[src/rtl/idma_desc64_desc_fetch_if.sv]
// Descriptor fetch bus bundle.
// Groups the four handshakes of the descriptor fetcher:
//   desc_addr_* : descriptor addresses from the register frontend
//   rd_req_*    : read request to memory (address, beats-1)
//   rd_rsp_*    : read response beats from memory
//   desc_*      : assembled descriptor to the backend
// plus the fetch_err_o pulse and busy_o status.
// slave  = fetcher side, master = environment side.
interface idma_desc64_desc_fetch_if;
  logic [63:0] desc_addr_i;
  logic        desc_addr_valid_i;
  logic        desc_addr_ready_o;

  logic [63:0] rd_req_addr_o;
  logic [7:0]  rd_req_len_o;
  logic        rd_req_valid_o;
  logic        rd_req_ready_i;

  logic [63:0] rd_rsp_data_i;
  logic        rd_rsp_last_i;
  logic        rd_rsp_err_i;
  logic        rd_rsp_valid_i;
  logic        rd_rsp_ready_o;

  logic [31:0] desc_flags_o;
  logic [31:0] desc_length_o;
  logic [63:0] desc_next_o;
  logic [63:0] desc_src_o;
  logic [63:0] desc_dst_o;
  logic [63:0] desc_addr_o;
  logic        desc_valid_o;
  logic        desc_ready_i;

  logic        fetch_err_o;
  logic        busy_o;

  modport slave (
    input  desc_addr_i, desc_addr_valid_i,
    output desc_addr_ready_o,
    output rd_req_addr_o, rd_req_len_o, rd_req_valid_o,
    input  rd_req_ready_i,
    input  rd_rsp_data_i, rd_rsp_last_i, rd_rsp_err_i, rd_rsp_valid_i,
    output rd_rsp_ready_o,
    output desc_flags_o, desc_length_o, desc_next_o, desc_src_o, desc_dst_o,
    output desc_addr_o, desc_valid_o,
    input  desc_ready_i,
    output fetch_err_o, busy_o
  );

  modport master (
    output desc_addr_i, desc_addr_valid_i,
    input  desc_addr_ready_o,
    input  rd_req_addr_o, rd_req_len_o, rd_req_valid_o,
    output rd_req_ready_i,
    output rd_rsp_data_i, rd_rsp_last_i, rd_rsp_err_i, rd_rsp_valid_i,
    input  rd_rsp_ready_o,
    input  desc_flags_o, desc_length_o, desc_next_o, desc_src_o, desc_dst_o,
    input  desc_addr_o, desc_valid_o,
    output desc_ready_i,
    input  fetch_err_o, busy_o
  );
endinterface

[src/rtl/idma_desc64_desc_fetch.sv]
// 64-bit iDMA descriptor fetcher.
// Queues descriptor addresses in a small FIFO, fetches each 32-byte
// descriptor as a 4-beat read (len = 3), and presents the assembled
// descriptor (flags, length, next, src, dst, fetch address).
// Misaligned addresses, response errors and malformed bursts are
// dropped with a one-cycle fetch_err_o pulse.
// Ports:
//   clk_i  : clock, rising edge
//   rst_ni : asynchronous active-low reset
//   bus    : idma_desc64_desc_fetch_if.slave (all handshakes, error, busy)
// Build option:
//   IDMA_DESC64_FETCH_OUT_BUF_EN : adds an output register so the next
//   fetch can proceed while the backend back-pressures the descriptor.
module idma_desc64_desc_fetch #(
  parameter  int unsigned AddrFifoDepth  = 2,
  localparam int unsigned MaxOutstanding = 1
) (
  input  logic                           clk_i,
  input  logic                           rst_ni,
  idma_desc64_desc_fetch_if.slave        bus
);
  localparam int unsigned PtrW = (AddrFifoDepth > 1) ? $clog2(AddrFifoDepth) : 1;
  localparam int unsigned CntW = $clog2(AddrFifoDepth + 1);

  typedef struct packed {
    logic [31:0] flags;
    logic [31:0] length;
    logic [63:0] next;
    logic [63:0] src;
    logic [63:0] dst;
    logic [63:0] addr;
  } desc_t;

  typedef enum logic [1:0] {S_IDLE, S_REQ, S_RSP, S_OUT} state_e;

  state_e          state;
  logic [63:0]     fifo_q [AddrFifoDepth];
  logic [PtrW-1:0] wr_ptr, rd_ptr;
  logic [CntW-1:0] fifo_cnt, fifo_cnt_nxt;
  logic            addr_rdy_q;
  logic            push, pop;
  logic [63:0]     head;

  desc_t           asm_q, asm_nxt;
  logic [1:0]      beat_q;
  logic            err_q, beat_err;
  logic            req_vld_q, rsp_rdy_q, err_pulse_q;
  logic            rsp_hs;

`ifdef IDMA_DESC64_FETCH_OUT_BUF_EN
  desc_t           out_q;
  logic            out_vld_q;
  logic            out_free;
  assign out_free = ~out_vld_q | bus.desc_ready_i;
`else
  logic            desc_vld_q;
`endif

  function automatic logic [PtrW-1:0] ptr_inc(input logic [PtrW-1:0] p);
    return (p == PtrW'(AddrFifoDepth - 1)) ? '0 : p + 1'b1;
  endfunction

  // address FIFO; ready is registered from the next occupancy so it is
  // low in reset and never depends on a same-cycle pop
  assign push = bus.desc_addr_valid_i & addr_rdy_q;
  // a new fetch may start only while no fetch is in flight
  assign pop  = (fifo_cnt != '0) & (32'(state != S_IDLE) < MaxOutstanding);
  assign head = fifo_q[rd_ptr];

  always_comb begin
    fifo_cnt_nxt = fifo_cnt + CntW'(push) - CntW'(pop);
  end

  always_ff @(posedge clk_i) begin
    if (push) fifo_q[wr_ptr] <= bus.desc_addr_i;
  end

  always_ff @(posedge clk_i or negedge rst_ni) begin
    if (!rst_ni) begin
      wr_ptr     <= '0;
      rd_ptr     <= '0;
      fifo_cnt   <= '0;
      addr_rdy_q <= 1'b0;
    end else begin
      if (push) wr_ptr <= ptr_inc(wr_ptr);
      if (pop)  rd_ptr <= ptr_inc(rd_ptr);
      fifo_cnt   <= fifo_cnt_nxt;
      addr_rdy_q <= (fifo_cnt_nxt != CntW'(AddrFifoDepth));
    end
  end

  // beat placement and per-beat error: err flag, or last not exactly on beat 3
  assign rsp_hs   = rsp_rdy_q & bus.rd_rsp_valid_i;
  assign beat_err = bus.rd_rsp_err_i | (bus.rd_rsp_last_i != (beat_q == 2'd3));

  always_comb begin
    asm_nxt = asm_q;
    case (beat_q)
      2'd0:    begin
                 asm_nxt.flags  = bus.rd_rsp_data_i[31:0];
                 asm_nxt.length = bus.rd_rsp_data_i[63:32];
               end
      2'd1:    asm_nxt.next = bus.rd_rsp_data_i;
      2'd2:    asm_nxt.src  = bus.rd_rsp_data_i;
      default: asm_nxt.dst  = bus.rd_rsp_data_i;
    endcase
  end

  always_ff @(posedge clk_i or negedge rst_ni) begin
    if (!rst_ni) begin
      state       <= S_IDLE;
      asm_q       <= '0;
      beat_q      <= '0;
      err_q       <= 1'b0;
      req_vld_q   <= 1'b0;
      rsp_rdy_q   <= 1'b0;
      err_pulse_q <= 1'b0;
`ifdef IDMA_DESC64_FETCH_OUT_BUF_EN
      out_q       <= '0;
      out_vld_q   <= 1'b0;
`else
      desc_vld_q  <= 1'b0;
`endif
    end else begin
      err_pulse_q <= 1'b0;
`ifdef IDMA_DESC64_FETCH_OUT_BUF_EN
      // consumed; a reload below in the same cycle overrides this
      if (out_vld_q & bus.desc_ready_i) out_vld_q <= 1'b0;
`endif
      case (state)
        S_IDLE: if (pop) begin
          if (head[2:0] != 3'd0) begin
            err_pulse_q <= 1'b1;
          end else begin
            asm_q.addr <= head;
            req_vld_q  <= 1'b1;
            state      <= S_REQ;
          end
        end
        S_REQ: if (bus.rd_req_ready_i) begin
          req_vld_q <= 1'b0;
          rsp_rdy_q <= 1'b1;
          beat_q    <= '0;
          err_q     <= 1'b0;
          state     <= S_RSP;
        end
        S_RSP: if (rsp_hs) begin
          asm_q  <= asm_nxt;
          beat_q <= beat_q + 2'd1;
          err_q  <= err_q | beat_err;
          if (bus.rd_rsp_last_i) begin
            rsp_rdy_q <= 1'b0;
            beat_q    <= '0;
            if (err_q | beat_err) begin
              err_pulse_q <= 1'b1;
              state       <= S_IDLE;
            end else begin
`ifdef IDMA_DESC64_FETCH_OUT_BUF_EN
              // load straight from the final beat to keep one-cycle latency
              if (out_free) begin
                out_q     <= asm_nxt;
                out_vld_q <= 1'b1;
                state     <= S_IDLE;
              end else begin
                state <= S_OUT;
              end
`else
              desc_vld_q <= 1'b1;
              state      <= S_OUT;
`endif
            end
          end
        end
        S_OUT: begin
`ifdef IDMA_DESC64_FETCH_OUT_BUF_EN
          if (out_free) begin
            out_q     <= asm_q;
            out_vld_q <= 1'b1;
            state     <= S_IDLE;
          end
`else
          if (bus.desc_ready_i) begin
            desc_vld_q <= 1'b0;
            state      <= S_IDLE;
          end
`endif
        end
        default: state <= S_IDLE;
      endcase
    end
  end

  assign bus.desc_addr_ready_o = addr_rdy_q;
  assign bus.rd_req_valid_o    = req_vld_q;
  assign bus.rd_req_addr_o     = asm_q.addr;
  assign bus.rd_req_len_o      = 8'd3;
  assign bus.rd_rsp_ready_o    = rsp_rdy_q;
  assign bus.fetch_err_o       = err_pulse_q;
  assign bus.busy_o            = (fifo_cnt != '0) | (state != S_IDLE);

`ifdef IDMA_DESC64_FETCH_OUT_BUF_EN
  assign bus.desc_valid_o  = out_vld_q;
  assign bus.desc_flags_o  = out_q.flags;
  assign bus.desc_length_o = out_q.length;
  assign bus.desc_next_o   = out_q.next;
  assign bus.desc_src_o    = out_q.src;
  assign bus.desc_dst_o    = out_q.dst;
  assign bus.desc_addr_o   = out_q.addr;
`else
  assign bus.desc_valid_o  = desc_vld_q;
  assign bus.desc_flags_o  = asm_q.flags;
  assign bus.desc_length_o = asm_q.length;
  assign bus.desc_next_o   = asm_q.next;
  assign bus.desc_src_o    = asm_q.src;
  assign bus.desc_dst_o    = asm_q.dst;
  assign bus.desc_addr_o   = asm_q.addr;
`endif
endmodule

[src/flat_wrapper.sv]
// flat-port wrapper written by rule: the top's interface ports become plain ports
module idma_desc64_desc_fetch_flat 
#(
  parameter  int unsigned AddrFifoDepth  = 2,
  localparam int unsigned MaxOutstanding = 1
)
  (clk_i, rst_ni, bus_desc_addr_i, bus_desc_addr_valid_i, bus_desc_addr_ready_o, bus_rd_req_addr_o, bus_rd_req_len_o, bus_rd_req_valid_o, bus_rd_req_ready_i, bus_rd_rsp_data_i, bus_rd_rsp_last_i, bus_rd_rsp_err_i, bus_rd_rsp_valid_i, bus_rd_rsp_ready_o, bus_desc_flags_o, bus_desc_length_o, bus_desc_next_o, bus_desc_src_o, bus_desc_dst_o, bus_desc_addr_o, bus_desc_valid_o, bus_desc_ready_i, bus_fetch_err_o, bus_busy_o);
  idma_desc64_desc_fetch_if bus_i ();
  input  logic clk_i;
  input  logic rst_ni;
  input wire logic [$bits(bus_i.desc_addr_i)-1:0] bus_desc_addr_i;
  input wire logic [$bits(bus_i.desc_addr_valid_i)-1:0] bus_desc_addr_valid_i;
  output wire logic [$bits(bus_i.desc_addr_ready_o)-1:0] bus_desc_addr_ready_o;
  output wire logic [$bits(bus_i.rd_req_addr_o)-1:0] bus_rd_req_addr_o;
  output wire logic [$bits(bus_i.rd_req_len_o)-1:0] bus_rd_req_len_o;
  output wire logic [$bits(bus_i.rd_req_valid_o)-1:0] bus_rd_req_valid_o;
  input wire logic [$bits(bus_i.rd_req_ready_i)-1:0] bus_rd_req_ready_i;
  input wire logic [$bits(bus_i.rd_rsp_data_i)-1:0] bus_rd_rsp_data_i;
  input wire logic [$bits(bus_i.rd_rsp_last_i)-1:0] bus_rd_rsp_last_i;
  input wire logic [$bits(bus_i.rd_rsp_err_i)-1:0] bus_rd_rsp_err_i;
  input wire logic [$bits(bus_i.rd_rsp_valid_i)-1:0] bus_rd_rsp_valid_i;
  output wire logic [$bits(bus_i.rd_rsp_ready_o)-1:0] bus_rd_rsp_ready_o;
  output wire logic [$bits(bus_i.desc_flags_o)-1:0] bus_desc_flags_o;
  output wire logic [$bits(bus_i.desc_length_o)-1:0] bus_desc_length_o;
  output wire logic [$bits(bus_i.desc_next_o)-1:0] bus_desc_next_o;
  output wire logic [$bits(bus_i.desc_src_o)-1:0] bus_desc_src_o;
  output wire logic [$bits(bus_i.desc_dst_o)-1:0] bus_desc_dst_o;
  output wire logic [$bits(bus_i.desc_addr_o)-1:0] bus_desc_addr_o;
  output wire logic [$bits(bus_i.desc_valid_o)-1:0] bus_desc_valid_o;
  input wire logic [$bits(bus_i.desc_ready_i)-1:0] bus_desc_ready_i;
  output wire logic [$bits(bus_i.fetch_err_o)-1:0] bus_fetch_err_o;
  output wire logic [$bits(bus_i.busy_o)-1:0] bus_busy_o;
  assign bus_i.desc_addr_i = bus_desc_addr_i;
  assign bus_i.desc_addr_valid_i = bus_desc_addr_valid_i;
  assign bus_desc_addr_ready_o = bus_i.desc_addr_ready_o;
  assign bus_rd_req_addr_o = bus_i.rd_req_addr_o;
  assign bus_rd_req_len_o = bus_i.rd_req_len_o;
  assign bus_rd_req_valid_o = bus_i.rd_req_valid_o;
  assign bus_i.rd_req_ready_i = bus_rd_req_ready_i;
  assign bus_i.rd_rsp_data_i = bus_rd_rsp_data_i;
  assign bus_i.rd_rsp_last_i = bus_rd_rsp_last_i;
  assign bus_i.rd_rsp_err_i = bus_rd_rsp_err_i;
  assign bus_i.rd_rsp_valid_i = bus_rd_rsp_valid_i;
  assign bus_rd_rsp_ready_o = bus_i.rd_rsp_ready_o;
  assign bus_desc_flags_o = bus_i.desc_flags_o;
  assign bus_desc_length_o = bus_i.desc_length_o;
  assign bus_desc_next_o = bus_i.desc_next_o;
  assign bus_desc_src_o = bus_i.desc_src_o;
  assign bus_desc_dst_o = bus_i.desc_dst_o;
  assign bus_desc_addr_o = bus_i.desc_addr_o;
  assign bus_desc_valid_o = bus_i.desc_valid_o;
  assign bus_i.desc_ready_i = bus_desc_ready_i;
  assign bus_fetch_err_o = bus_i.fetch_err_o;
  assign bus_busy_o = bus_i.busy_o;
  idma_desc64_desc_fetch #(.AddrFifoDepth(AddrFifoDepth)) u_core (.clk_i(clk_i), .rst_ni(rst_ni), .bus(bus_i));
endmodule
[config.mk]
export PLATFORM = sky130hd
export DESIGN_NAME = idma_desc64_desc_fetch_flat
export DESIGN_NICKNAME = d
export VERILOG_FILES = /design/src/rtl/idma_desc64_desc_fetch_if.sv /design/src/rtl/idma_desc64_desc_fetch.sv /design/src/flat_wrapper.sv
export SDC_FILE = /design/constraint.sdc
export NUM_CORES = 1
export LEC_CHECK = 0
export BUFFER_PORTS_ARGS = -buffer_cell sky130_fd_sc_hd__buf_2
export CAP_MARGIN = 25
export CORE_AREA = 2 2 205 207
export DETAILED_ROUTE_END_ITERATION = 6
export DIE_AREA = 0 0 207 209
export PLACE_DENSITY = 0.71
export SLEW_MARGIN = 10
export SYNTH_ARGS = -nofsm -noshare
export SYNTH_HDL_FRONTEND = slang
export SYNTH_SLANG_ARGS = --single-unit
[constraint.sdc]
create_clock -name clk_i -period 7.8 [get_ports clk_i]
set_input_delay 1.56 -clock clk_i [delete_from_list [all_inputs] [get_ports clk_i]]
set_output_delay 1.56 -clock clk_i [all_outputs]
set_load 0.01 [all_outputs]
==> summary.md <==
| Metric | Value |
|---|---|
| Outcome | `completed` |
| Antenna-violating nets left | `0` |
| CP Capture Point | `u_core.bus.desc_addr_o[6]` |
| Wire length on met3 | `3610 um` |
| Tmin final | `4030 ps` |
| Number of distinct library cells after synthesis | `36` |
| Worst relative slew slack | `0.357` |
| Fillcell total | `3394` |
| Max H-tree Level | `2` |
| Clock buffer depth | `3` |
| Power Dens Cells | `368 nW/um^2` |
| Routed length on met1 | `17400 um` |
| Hold path start | `u_core.bus.desc_next_o[49]` |
| CP Max Fanout | `57` |
| Syn Std Cell Area | `17700 um^2` |
| R2R Setup Slk | `3770 ps` |
| PostCTS Resize Cnt | `0` |
| Synth Area per Inst | `between 15 and 20 um^2` |
| Synthesized flop and latch total | `462` |
| Syn Inst Count | `1026` |
| Asr flop ratio synth | `0.723` |
| Die ar. | `between 40000 and 50000 um^2` |
| HPWL Detailed | `29700 um` |
| Reg-to-reg startpoint | `u_core.rd_ptr` |
| Synth warn | `0` |
| Fmax | `248 MHz` |
| Leak | `11.3 nW` |
| Post-layout util | `0.536` |
| Max-Cap Viols | `0` |
| First-pass GRT wire length | `66700 um` |
| Avg WL per Cell | `20.9 um` |
| Hold Path Class | `register to register` |
| Number of hold buffers added after cts | `0` |
| Vias per cell | `roughly 5` |
| Peak VDD IR | `0.226 mV` |
| Crit path from | `u_core.rd_ptr` |
| Vert. Die Dim | `209 um` |
| Skew final | `17.3 ps` |
| CTS root buf | `clkbuf_16` |
| Setup crit end kind | `register` |
| Startpoint types | `register` |
| TNS Setup | `0 ps` |
| Inst Count DP | `between 1500 and 2000` |
| Finish-stage setup viols | `0` |
| Commonest non-fill, non-tap cells in the layout | `524 x buf_2, 333 x mux2_2, 333 x dfrtp_1` |
| CTS Buf Count | `48` |
| Sink Count | `462` |
| Chip width | `207 um` |
| Post-CTS Setup Inserts | `0` |
| Insertion delay to the later sink of the worst-skew pair | `570 ps` |
| CTS tree | `yes` |
| Vias in the first global route | `10945` |
| P&R area growth vs syn | `24.9%` |
| Core ar. | `41300 um^2` |
| Final hold viol count | `0` |
| Final nets | `1646` |
| RR Endpoint | `u_core.bus.desc_addr_o[6]` |
| Commonest register cell after synthesis | `dfrtp_1` |
| Worst-Margin Slew | `965 ps` |
| IO buf count | `525` |
| 1st-pass router iterations | `4` |
| RSZ-0062 raised after global routing | `no` |
| Initial antenna violation count | `5` |
| Top layer in use | `met5` |
| 1st-iter DRT viols | `367` |
| Met2 WL | `21600 um` |
| Gr usage total | `0.199` |
| GP Congestion | `~0.77` |
| Drt total wl | `between 40000 and 50000 um` |
| Sequential share of the synthesized area | `0.689` |
| Ratio of cells with drive above 1 in the final layout | `0.622` |
| Vias | `10343` |
| Critical path required time | `8240 ps` |
| Worst reg-to-reg path cell count | `5` |
| Final Cycle Share | `0.516` |
| Grt ovf | `0` |
| Number of synthesized flops with an enable pin | `128` |
| Residual DRC | `0` |
| Pins over their slew limit | `0` |
| Clock-pin transition on the worst setup and hold timing paths | `60 ps` |
| Most common cell after layout, fill and taps aside | `buf_2` |
| Final cell count without fillers | `approximately 2100` |
| Row cnt | `75` |
| Largest net degree at the start of global routing | `roughly 150` |
| Ports | `534` |
| CP Class | `register to register` |
| Effective utilization at floorplan | `0.429` |
| Data arrival, critical path | `about 4500 ps` |
sequential cells by signal (all words and copies together), names as in the netlist:
signal                        count
u_core.fifo_q                   128
u_core.bus.desc_addr_o           64
u_core.bus.desc_dst_o            64
u_core.bus.desc_next_o           64
u_core.bus.desc_src_o            64
u_core.bus.desc_flags_o          32
u_core.bus.desc_length_o         32
u_core.beat_q                     2
u_core.fifo_cnt                   2
u_core.state                      2
u_core.bus.desc_addr_ready_o      1
u_core.bus.desc_valid_o           1
u_core.bus.fetch_err_o            1
u_core.bus.rd_req_valid_o         1
u_core.bus.rd_rsp_ready_o         1
u_core.err_q                      1
u_core.rd_ptr                     1
u_core.wr_ptr                     1
cells in the mapped netlist, types with 2 or more instances:
master    number  area, um^2
a21oi_1        4        20.0
and3_1         2        12.5
buf_2          2        10.0
buf_4         72         541
buf_6          6        67.6
clkbuf_1      34         128
conb_1         2        7.51
dfrtp_1      334        8360
edfxtp_1     128        3840
ha_1           7        87.6
inv_1          8        30.0
mux2_1        46         518
mux2_2       333        3750
nand2_1        8        30.0
nand2b_1       3        18.8
nand3_1        2        10.0
nand3b_1       2        15.0
nor2_1         8        30.0
nor2b_1        3        18.8
o211ai_1       2        15.0
xnor2_1        5        43.8
layout make-up:
cell class | count | area (um^2) | share of cell area
Clock buffer | 69 | 1440 | 0.0652
Sequential cell | 462 | 12200 | 0.552
Inverter | 8 | 30.0 | 0.00136
Tap cell | 539 | 674 | 0.0305
Antenna cell | 3 | 7.51 | 0.000339
Clock inverter | 19 | 169 | 0.00764
Multi-Input combinational cell | 448 | 4790 | 0.217
Timing Repair Buffer | 535 | 2800 | 0.127
power by group:
part,internal (mW),switching (mW)
Sequential,3.21,0.389
Combinational,1.07,1.17
Clock,1.35,0.942
metrics by stage:
| step | hold WS (ps) | power (mW) | setup WS, ps | instance area (um^2) |
|---|---|---|---|---|
| 2_1_floorplan | 461 | 4.99 | 2980 | 17700 |
| 3_3_place_gp | 462 | 5.84 | 3780 | 20400 |
| 3_5_place_dp | 483 | 5.91 | 3730 | 20400 |
| 4_1_cts | 502 | 8.24 | 3720 | 22000 |
| 5_1_grt | 510 | 8.55 | 3530 | 22100 |
| 6_report | 498 | 8.14 | 3770 | 22100 |
per-layer routing:
layer | global-route usage | vias to the layer above
met2 | 0.332 | 396
li1 | - | 4553
met5 | 0 | -
met1 | 0.246 | 5321
met3 | 0.0667 | 71
met4 | 0.0626 | 2
kinds of logic after synthesis:
family / share of synthesized area
flops: 0.689
xor+xnor: 0.00247
mux: 0.242
fa+ha+maj: 0.00495
buf+inv: 0.0438
compound gates: 0.00671
other cells: 0.000424
simple gates: 0.0107
worst max-delay path, cell delays in order (launching register included):
cell       delay, ps
dfrtp_2          470
buf_4            660
or4b_4           580
a2111oi_4        900
buf_4            740
mux2_2           410
worst min-delay path by stage:
stage                                       to  slack (ps)  cells past startpoint
finish              u_core.bus.desc_next_o[49]         500                      1
CTS                  u_core.bus.desc_dst_o[36]         500                      1
floorplan                        u_core.wr_ptr         460                      1
global placement     u_core.bus.rd_req_valid_o         460                      1
global route         u_core.bus.desc_src_o[44]         510                      1
detailed placement   u_core.bus.rd_req_valid_o         480                      1
Note: power is estimated with default switching activity, not from simulation.
